## config.mk

```make
export PLATFORM = sky130hd
export DESIGN_NAME = config_frame_loader
export DESIGN_NICKNAME = d
export VERILOG_FILES = /design/src/rtl/config_frame_loader.sv
export SDC_FILE = /design/constraint.sdc
export NUM_CORES = 1
export LEC_CHECK = 0
export CORE_ASPECT_RATIO = 0.8
export CORE_MARGIN = 2
export CORE_UTILIZATION = 48
export CTS_BUF_LIST = sky130_fd_sc_hd__clkbuf_8
export CTS_CLUSTER_SIZE = 16
export DETAILED_ROUTE_END_ITERATION = 7
export GPL_TIMING_DRIVEN = 0
export HOLD_SLACK_MARGIN = 0.15
export PLACE_DENSITY_LB_ADDON = 0.08
export SYNTH_ARGS = -nofsm -noshare
export SYNTH_HDL_FRONTEND = slang
export SYNTH_SLANG_ARGS = --single-unit
```

## constraint.sdc

```tcl
create_clock -name CLK -period 2.8 [get_ports CLK]
set_clock_uncertainty 0.1 [all_clocks]
set_input_delay 0.42 -clock CLK [delete_from_list [all_inputs] [get_ports CLK]]
set_output_delay 0.42 -clock CLK [all_outputs]
set_load 0.005 [all_outputs]
```

## src/rtl/config_frame_loader.sv

```systemverilog
// -----------------------------------------------------------------------------
// config_frame_loader
//
// Converts a 32-bit configuration word stream (sync word, command header,
// frame data) into frame writes for the fabric configuration latch array.
// Each frame is presented on frame_data for a SETUP cycle, strobed into the
// selected latch row for one STROBE cycle, and held for one HOLD cycle, so
// the data is stable across the whole transparent window of the latch.
//
// Command header: [31:24] column, [23:16] frame count N, [15:0] ignored.
//
// Optional build macro: CONFIG_CHECKSUM_EN
//   When defined, a trailing checksum word follows the last frame. It must
//   equal the XOR of the command word and all N data words. A mismatch sets
//   cfg_error. Frames already written stay written.
//
// Ports:
//   CLK           configuration clock
//   resetn        asynchronous active-low reset
//   in_data       stream word
//   in_valid      in_data valid
//   in_ready      loader accepts in_data this cycle
//   frame_data    data presented to the latch rows
//   frame_strobe  one-hot latch enable for the selected column
//   col_sel       column targeted by frame_strobe
//   busy          high from sync detection until the frame sequence completes
//   cfg_error     sticky error flag, cleared only by reset
//   done          one-cycle pulse when a command completes
// -----------------------------------------------------------------------------
module config_frame_loader #(
    parameter int unsigned FRAME_BITS = 32,
    parameter int unsigned MAX_FRAMES = 20,
    parameter int unsigned NUM_COLS   = 16,
    parameter logic [31:0] SYNC_WORD  = 32'hFAB0_FAB1
) (
    input  logic                        CLK,
    input  logic                        resetn,
    input  logic [31:0]                 in_data,
    input  logic                        in_valid,
    output logic                        in_ready,
    output logic [FRAME_BITS-1:0]       frame_data,
    output logic [MAX_FRAMES-1:0]       frame_strobe,
    output logic [$clog2(NUM_COLS)-1:0] col_sel,
    output logic                        busy,
    output logic                        cfg_error,
    output logic                        done
);

    localparam int unsigned COL_W = $clog2(NUM_COLS);
    // Frame index and count must be able to represent MAX_FRAMES itself.
    localparam int unsigned K_W   = $clog2(MAX_FRAMES + 1);

    typedef enum logic [2:0] {
        ST_HUNT   = 3'd0,
        ST_CMD    = 3'd1,
        ST_DATA   = 3'd2,
        ST_SETUP  = 3'd3,
        ST_STROBE = 3'd4,
        ST_HOLD   = 3'd5
`ifdef CONFIG_CHECKSUM_EN
        , ST_CHK  = 3'd6
`endif
    } state_t;

    state_t                  state_r;
    logic                    in_ready_r;
    logic [FRAME_BITS-1:0]   frame_data_r;
    logic [MAX_FRAMES-1:0]   frame_strobe_r;
    logic [COL_W-1:0]        col_sel_r;
    logic                    busy_r;
    logic                    cfg_error_r;
    logic                    done_r;
    logic [K_W-1:0]          k_r;
    logic [K_W-1:0]          n_r;
`ifdef CONFIG_CHECKSUM_EN
    logic [31:0]             csum_r;
`endif

    logic                    xfer_s;
    logic [7:0]              cmd_col_s;
    logic [7:0]              cmd_n_s;
    logic                    cmd_bad_s;
    logic [K_W-1:0]          k_next_s;
    logic                    last_s;

    // One-hot latch enable for frame index idx.
    function automatic logic [MAX_FRAMES-1:0] onehot(input logic [K_W-1:0] idx);
        onehot = {{(MAX_FRAMES-1){1'b0}}, 1'b1} << idx;
    endfunction

    // Running XOR checksum step over the command and data words.
    function automatic logic [31:0] csum_step(input logic [31:0] acc,
                                              input logic [31:0] word);
        csum_step = acc ^ word;
    endfunction

    assign xfer_s    = in_valid & in_ready_r;
    assign cmd_col_s = in_data[31:24];
    assign cmd_n_s   = in_data[23:16];
    // Header checks are done on the full 8-bit fields before truncation.
    assign cmd_bad_s = (cmd_n_s == 8'd0) ||
                       ({24'd0, cmd_n_s} > MAX_FRAMES) ||
                       ({24'd0, cmd_col_s} >= NUM_COLS);
    assign k_next_s  = k_r + K_W'(1'b1);
    assign last_s    = (k_next_s == n_r);

    // Loader sequencer: stream parsing and frame setup/strobe/hold timing.
    always_ff @(posedge CLK or negedge resetn) begin
        if (!resetn) begin
            state_r        <= ST_HUNT;
            in_ready_r     <= 1'b0;
            frame_data_r   <= '0;
            frame_strobe_r <= '0;
            col_sel_r      <= '0;
            busy_r         <= 1'b0;
            cfg_error_r    <= 1'b0;
            done_r         <= 1'b0;
            k_r            <= '0;
            n_r            <= '0;
`ifdef CONFIG_CHECKSUM_EN
            csum_r         <= 32'd0;
`endif
        end else begin
            // Strobe and done are single-cycle; only the states below raise them.
            done_r         <= 1'b0;
            frame_strobe_r <= '0;
            case (state_r)
                ST_HUNT: begin
                    in_ready_r <= 1'b1;
                    if (xfer_s && (in_data == SYNC_WORD)) begin
                        busy_r  <= 1'b1;
                        state_r <= ST_CMD;
                    end else begin
                        state_r <= ST_HUNT;
                    end
                end
                ST_CMD: begin
                    if (xfer_s) begin
                        if (cmd_bad_s) begin
                            cfg_error_r <= 1'b1;
                            busy_r      <= 1'b0;
                            state_r     <= ST_HUNT;
                        end else begin
                            col_sel_r <= cmd_col_s[COL_W-1:0];
                            n_r       <= cmd_n_s[K_W-1:0];
                            k_r       <= '0;
`ifdef CONFIG_CHECKSUM_EN
                            csum_r    <= in_data;
`endif
                            state_r   <= ST_DATA;
                        end
                    end else begin
                        state_r <= ST_CMD;
                    end
                end
                ST_DATA: begin
                    // Any value here is frame data, including the sync pattern.
                    if (xfer_s) begin
                        frame_data_r <= FRAME_BITS'(in_data);
                        in_ready_r   <= 1'b0;
`ifdef CONFIG_CHECKSUM_EN
                        csum_r       <= csum_step(csum_r, in_data);
`endif
                        state_r      <= ST_SETUP;
                    end else begin
                        state_r <= ST_DATA;
                    end
                end
                ST_SETUP: begin
                    frame_strobe_r <= onehot(k_r);
                    state_r        <= ST_STROBE;
                end
                ST_STROBE: begin
                    state_r <= ST_HOLD;
                end
                ST_HOLD: begin
                    k_r        <= k_next_s;
                    in_ready_r <= 1'b1;
                    if (last_s) begin
`ifdef CONFIG_CHECKSUM_EN
                        state_r <= ST_CHK;
`else
                        done_r  <= 1'b1;
                        busy_r  <= 1'b0;
                        state_r <= ST_HUNT;
`endif
                    end else begin
                        state_r <= ST_DATA;
                    end
                end
`ifdef CONFIG_CHECKSUM_EN
                ST_CHK: begin
                    if (xfer_s) begin
                        if (in_data != csum_r) begin
                            cfg_error_r <= 1'b1;
                        end else begin
                            cfg_error_r <= cfg_error_r;
                        end
                        done_r  <= 1'b1;
                        busy_r  <= 1'b0;
                        state_r <= ST_HUNT;
                    end else begin
                        state_r <= ST_CHK;
                    end
                end
`endif
                default: begin
                    // Unreachable encoding: drop back to hunting for sync.
                    in_ready_r <= 1'b1;
                    busy_r     <= 1'b0;
                    state_r    <= ST_HUNT;
                end
            endcase
        end
    end

    assign in_ready     = in_ready_r;
    assign frame_data   = frame_data_r;
    assign frame_strobe = frame_strobe_r;
    assign col_sel      = col_sel_r;
    assign busy         = busy_r;
    assign cfg_error    = cfg_error_r;
    assign done         = done_r;

endmodule

```

==> results.sh <==
export IMPL_status="complete, no violations"
export IMPL_area_growth_pct=41.6
export IMPL_worstSetupEndpointType="flop"
export IMPL_drtAntennaViolNets=0
export IMPL_final_area_um2=4400
export IMPL_drv_cap=0
export IMPL_setup_tns_ns=0
export IMPL_p_int_mw=1.60
export IMPL_synth_edff_count=0
export IMPL_die_area_um2=7140
export IMPL_drive_gt1_share_pct=22.8
export IMPL_cts_root_buf="clkbuf_8"
export IMPL_crit_arrival_ns=2.55
export IMPL_synth_distinct_cells=45
export IMPL_setup_viol=0
export IMPL_grt_start_max_net_pins=39
export IMPL_yosysSeqAreaShare_pct=58.8
export IMPL_cp_top_family="compound AO/OA/AOI/OAI gates"
export IMPL_path_buf_inv=2
export IMPL_power_density_nw_per_um2=464
export IMPL_first_pass_iters=4
export IMPL_cts_buffers=9
export IMPL_seqCellArea_um2=1830
export IMPL_pwr_share_comb_pct=4.5
export IMPL_pwr_share_seq_pct=51.7
export IMPL_grtUsageTotal_pct=19.5
export IMPL_clock_latency_ns=0.35
export IMPL_netlist_instances=234
export IMPL_final_util_pct=69.7
export IMPL_timing_final_hold_violations=0
export IMPL_ys_seq_elements=73
export IMPL_cts_buffer_depth=2
export IMPL_vdd_ir_drop_max_uv=353
export IMPL_htreeDepth=3
export IMPL_p_sw_mw=0.435
export IMPL_via_per_inst=5.06
export IMPL_postSynthAreaPerCell_um2=13.3
export IMPL_io_buffers=94
export IMPL_syn_nets=275
export IMPL_start_kind="flop"
export IMPL_start_util_pct=49.2
export IMPL_core_rowCount=26
export IMPL_wire_per_inst_um=14.8
export IMPL_dieWidth_um=93.9
export IMPL_clkSinkCount=73
export IMPL_post_route_period_util_pct=85.2
export IMPL_required_ns=2.97
export IMPL_p_total_mw=2.04
export IMPL_yosys_most_used_dff="dfrtp_1"
export IMPL_max_slew_margin_pct=64.1
export IMPL_whs_ns=0.367
export IMPL_drv_slew=0
export IMPL_mostFrequentLayoutCells="93 x clkdlybuf4s50_1, 73 x dfrtp_1, 41 x mux2_2"
export IMPL_tritoncts="yes"
export IMPL_path_max_fanout=10
export IMPL_power_frac_clock_pct=43.8
export IMPL_gp_congestion=0.880
export IMPL_slowest_delay_ns=0.37
export IMPL_hpwl_um=4720
export IMPL_n_antenna_cell=0
export IMPL_p_leak_nw=2.07
export IMPL_switching_share_pct=21.3
export IMPL_cpMaxStageDelayCell="ha_1"
export IMPL_grt_pass1_wl_um=10800
export IMPL_via_count=2174
export IMPL_worstMarginPinSlew_ns=0.534
export IMPL_critPathKind="flop to flop"
export IMPL_syn_area_um2=3110
export IMPL_dieHeight_um=76.0
export IMPL_rsz0062_at_grt="false"
export IMPL_wirelength_um=6360
export IMPL_final_common_cell="clkdlybuf4s50_1"
export IMPL_cts_reportedPaths_clkPinSlew_ns=0.08
export IMPL_drt_iter0_markers=96
export IMPL_grt_overflow=0
export IMPL_ys_async_sr_fraction_pct=100
export IMPL_cpMostUsedCell="a31oi_1"
export IMPL_io_pins=95
export IMPL_dpl_cell_area_um2=4170
export IMPL_antenna_found_initial=0
export IMPL_multiInputGateArea_um2=1210
export IMPL_route_detailed_drc=0
export IMPL_hold_path_class="flop to flop"
export IMPL_fillers=489
export IMPL_core_area_um2=6310
export IMPL_fin_nets=382
export IMPL_yosys_warnings=0
export IMPL_max_freq_ghz=0.419
export IMPL_path_cells="clkbuf_1 -> inv_1 -> ha_1 -> xor2_1 -> nand4_1 -> o31ai_1 -> a31oi_1 -> a31oi_1"
export IMPL_grt_pass1_vias=2170
export IMPL_min_period_ns=2.39
[state kept, by name, summed over array words and instances, names as in the netlist, 3 cells and up]
name / cells
frame_data: 32
k_r: 5
col_sel: 4
frame_strobe: 20
state_r: 3
n_r: 5
[per-layer routing]
layer | vias to the layer above | GRT usage, % | share of wire [%]
met3 | 8 | 7.26 | 8.1
met2 | 86 | 27.1 | 43
li1 | 1058 | - | -
met5 | - | 0 | 0
met1 | 1022 | 27.8 | 47
met4 | 0 | 7.97 | 1.5
[power groups by stage]
stage | Sequential, mW | Clock, mW | Combinational [mW]
floorplan | 1.07 | 0 | 0.00864
global placement | 1.07 | 0 | 0.0904
detailed placement | 1.07 | 0 | 0.0938
CTS | 1.05 | 0.924 | 0.0954
global route | 1.05 | 0.979 | 0.103
finish | 1.05 | 0.893 | 0.0928
[layout make-up]
class	count	share of cell area, %
Timing Repair Buffer	96	22.0
Sequential cell	73	41.5
Multi-Input combinational cell	148	27.6
Tap cell	84	2.39
Clock inverter	7	2.16
Buffer	9	1.14
Inverter	4	0.341
Clock buffer	9	2.82
[Yosys cell counts, types with 2 or more instances]
| library cell | n | area share, % |
|---|---|---|
| or3_1 | 2 | 0.40 |
| or3b_2 | 2 | 0.56 |
| and3_1 | 9 | 1.8 |
| nand3b_1 | 2 | 0.48 |
| xnor2_1 | 3 | 0.85 |
| nor3_1 | 2 | 0.32 |
| xor2_1 | 3 | 0.85 |
| a31oi_1 | 4 | 0.81 |
| nand3_1 | 4 | 0.64 |
| nand4_1 | 3 | 0.60 |
| and2_1 | 4 | 0.81 |
| nor2_1 | 17 | 2.1 |
| clkbuf_1 | 3 | 0.36 |
| nor4_1 | 3 | 0.60 |
| ha_1 | 6 | 2.4 |
| and4b_1 | 2 | 0.64 |
| o21ai_0 | 4 | 0.64 |
| o2bb2ai_1 | 2 | 0.56 |
| mux2_2 | 41 | 15 |
| and2b_2 | 2 | 0.56 |
| dfrtp_1 | 73 | 59 |
| nor4bb_1 | 2 | 0.64 |
| inv_1 | 4 | 0.48 |
| a22o_2 | 2 | 0.64 |
| buf_2 | 4 | 0.64 |
| nand2_1 | 12 | 1.4 |
[through the flow]
stage | instances | setup WS (ns)
2_1_floorplan | 234 | 0.814
3_3_place_gp | 412 | -1.29
3_5_place_dp | 413 | 0.270
4_1_cts | 430 | 0.440
5_1_grt | 430 | 0.153
6_report | 430 | 0.413
[final timing paths]
check	slack, ns	cells after the start	to	from
min in group asynchronous	0.47	2	frame_strobe[14]	resetn
worst min-delay path	0.37	1	cfg_error	cfg_error
max in group asynchronous	1.58	3	state_r[0]	resetn
worst max register to register	0.41	8	busy	k_r[2]
worst max-delay path	0.41	8	busy	k_r[2]
worst min register to register	0.37	1	cfg_error	cfg_error
[worst register-to-register path: stages, from the launching register on]
cell and delay (ns):
dfrtp_1 0.36, clkbuf_1 0.31, inv_1 0.16, ha_1 0.37, xor2_1 0.21, nand4_1 0.12, o31ai_1 0.37, a31oi_1 0.15
a31oi_1 0.17
[logic make-up after synthesis]
family                   after synthesis  synth area share [%]
XOR/XNOR                               7                  2.42
buffers and inverters                 13                  2.09
AND/OR/NAND/NOR                       75                  14.8
AO/OA/AOI/OAI                         19                  4.63
flip-flops                            73                  58.8
adder cells (fa/ha/maj)                6                  2.42
multiplexers                          41                  14.9
[repair_timing]
action	CTS	global route
endpoints found under the hold margin	37	0
resized for setup	0	0
hold buffers	1	0
setup buffers	0	0
Power figures use the tool's default switching activity.
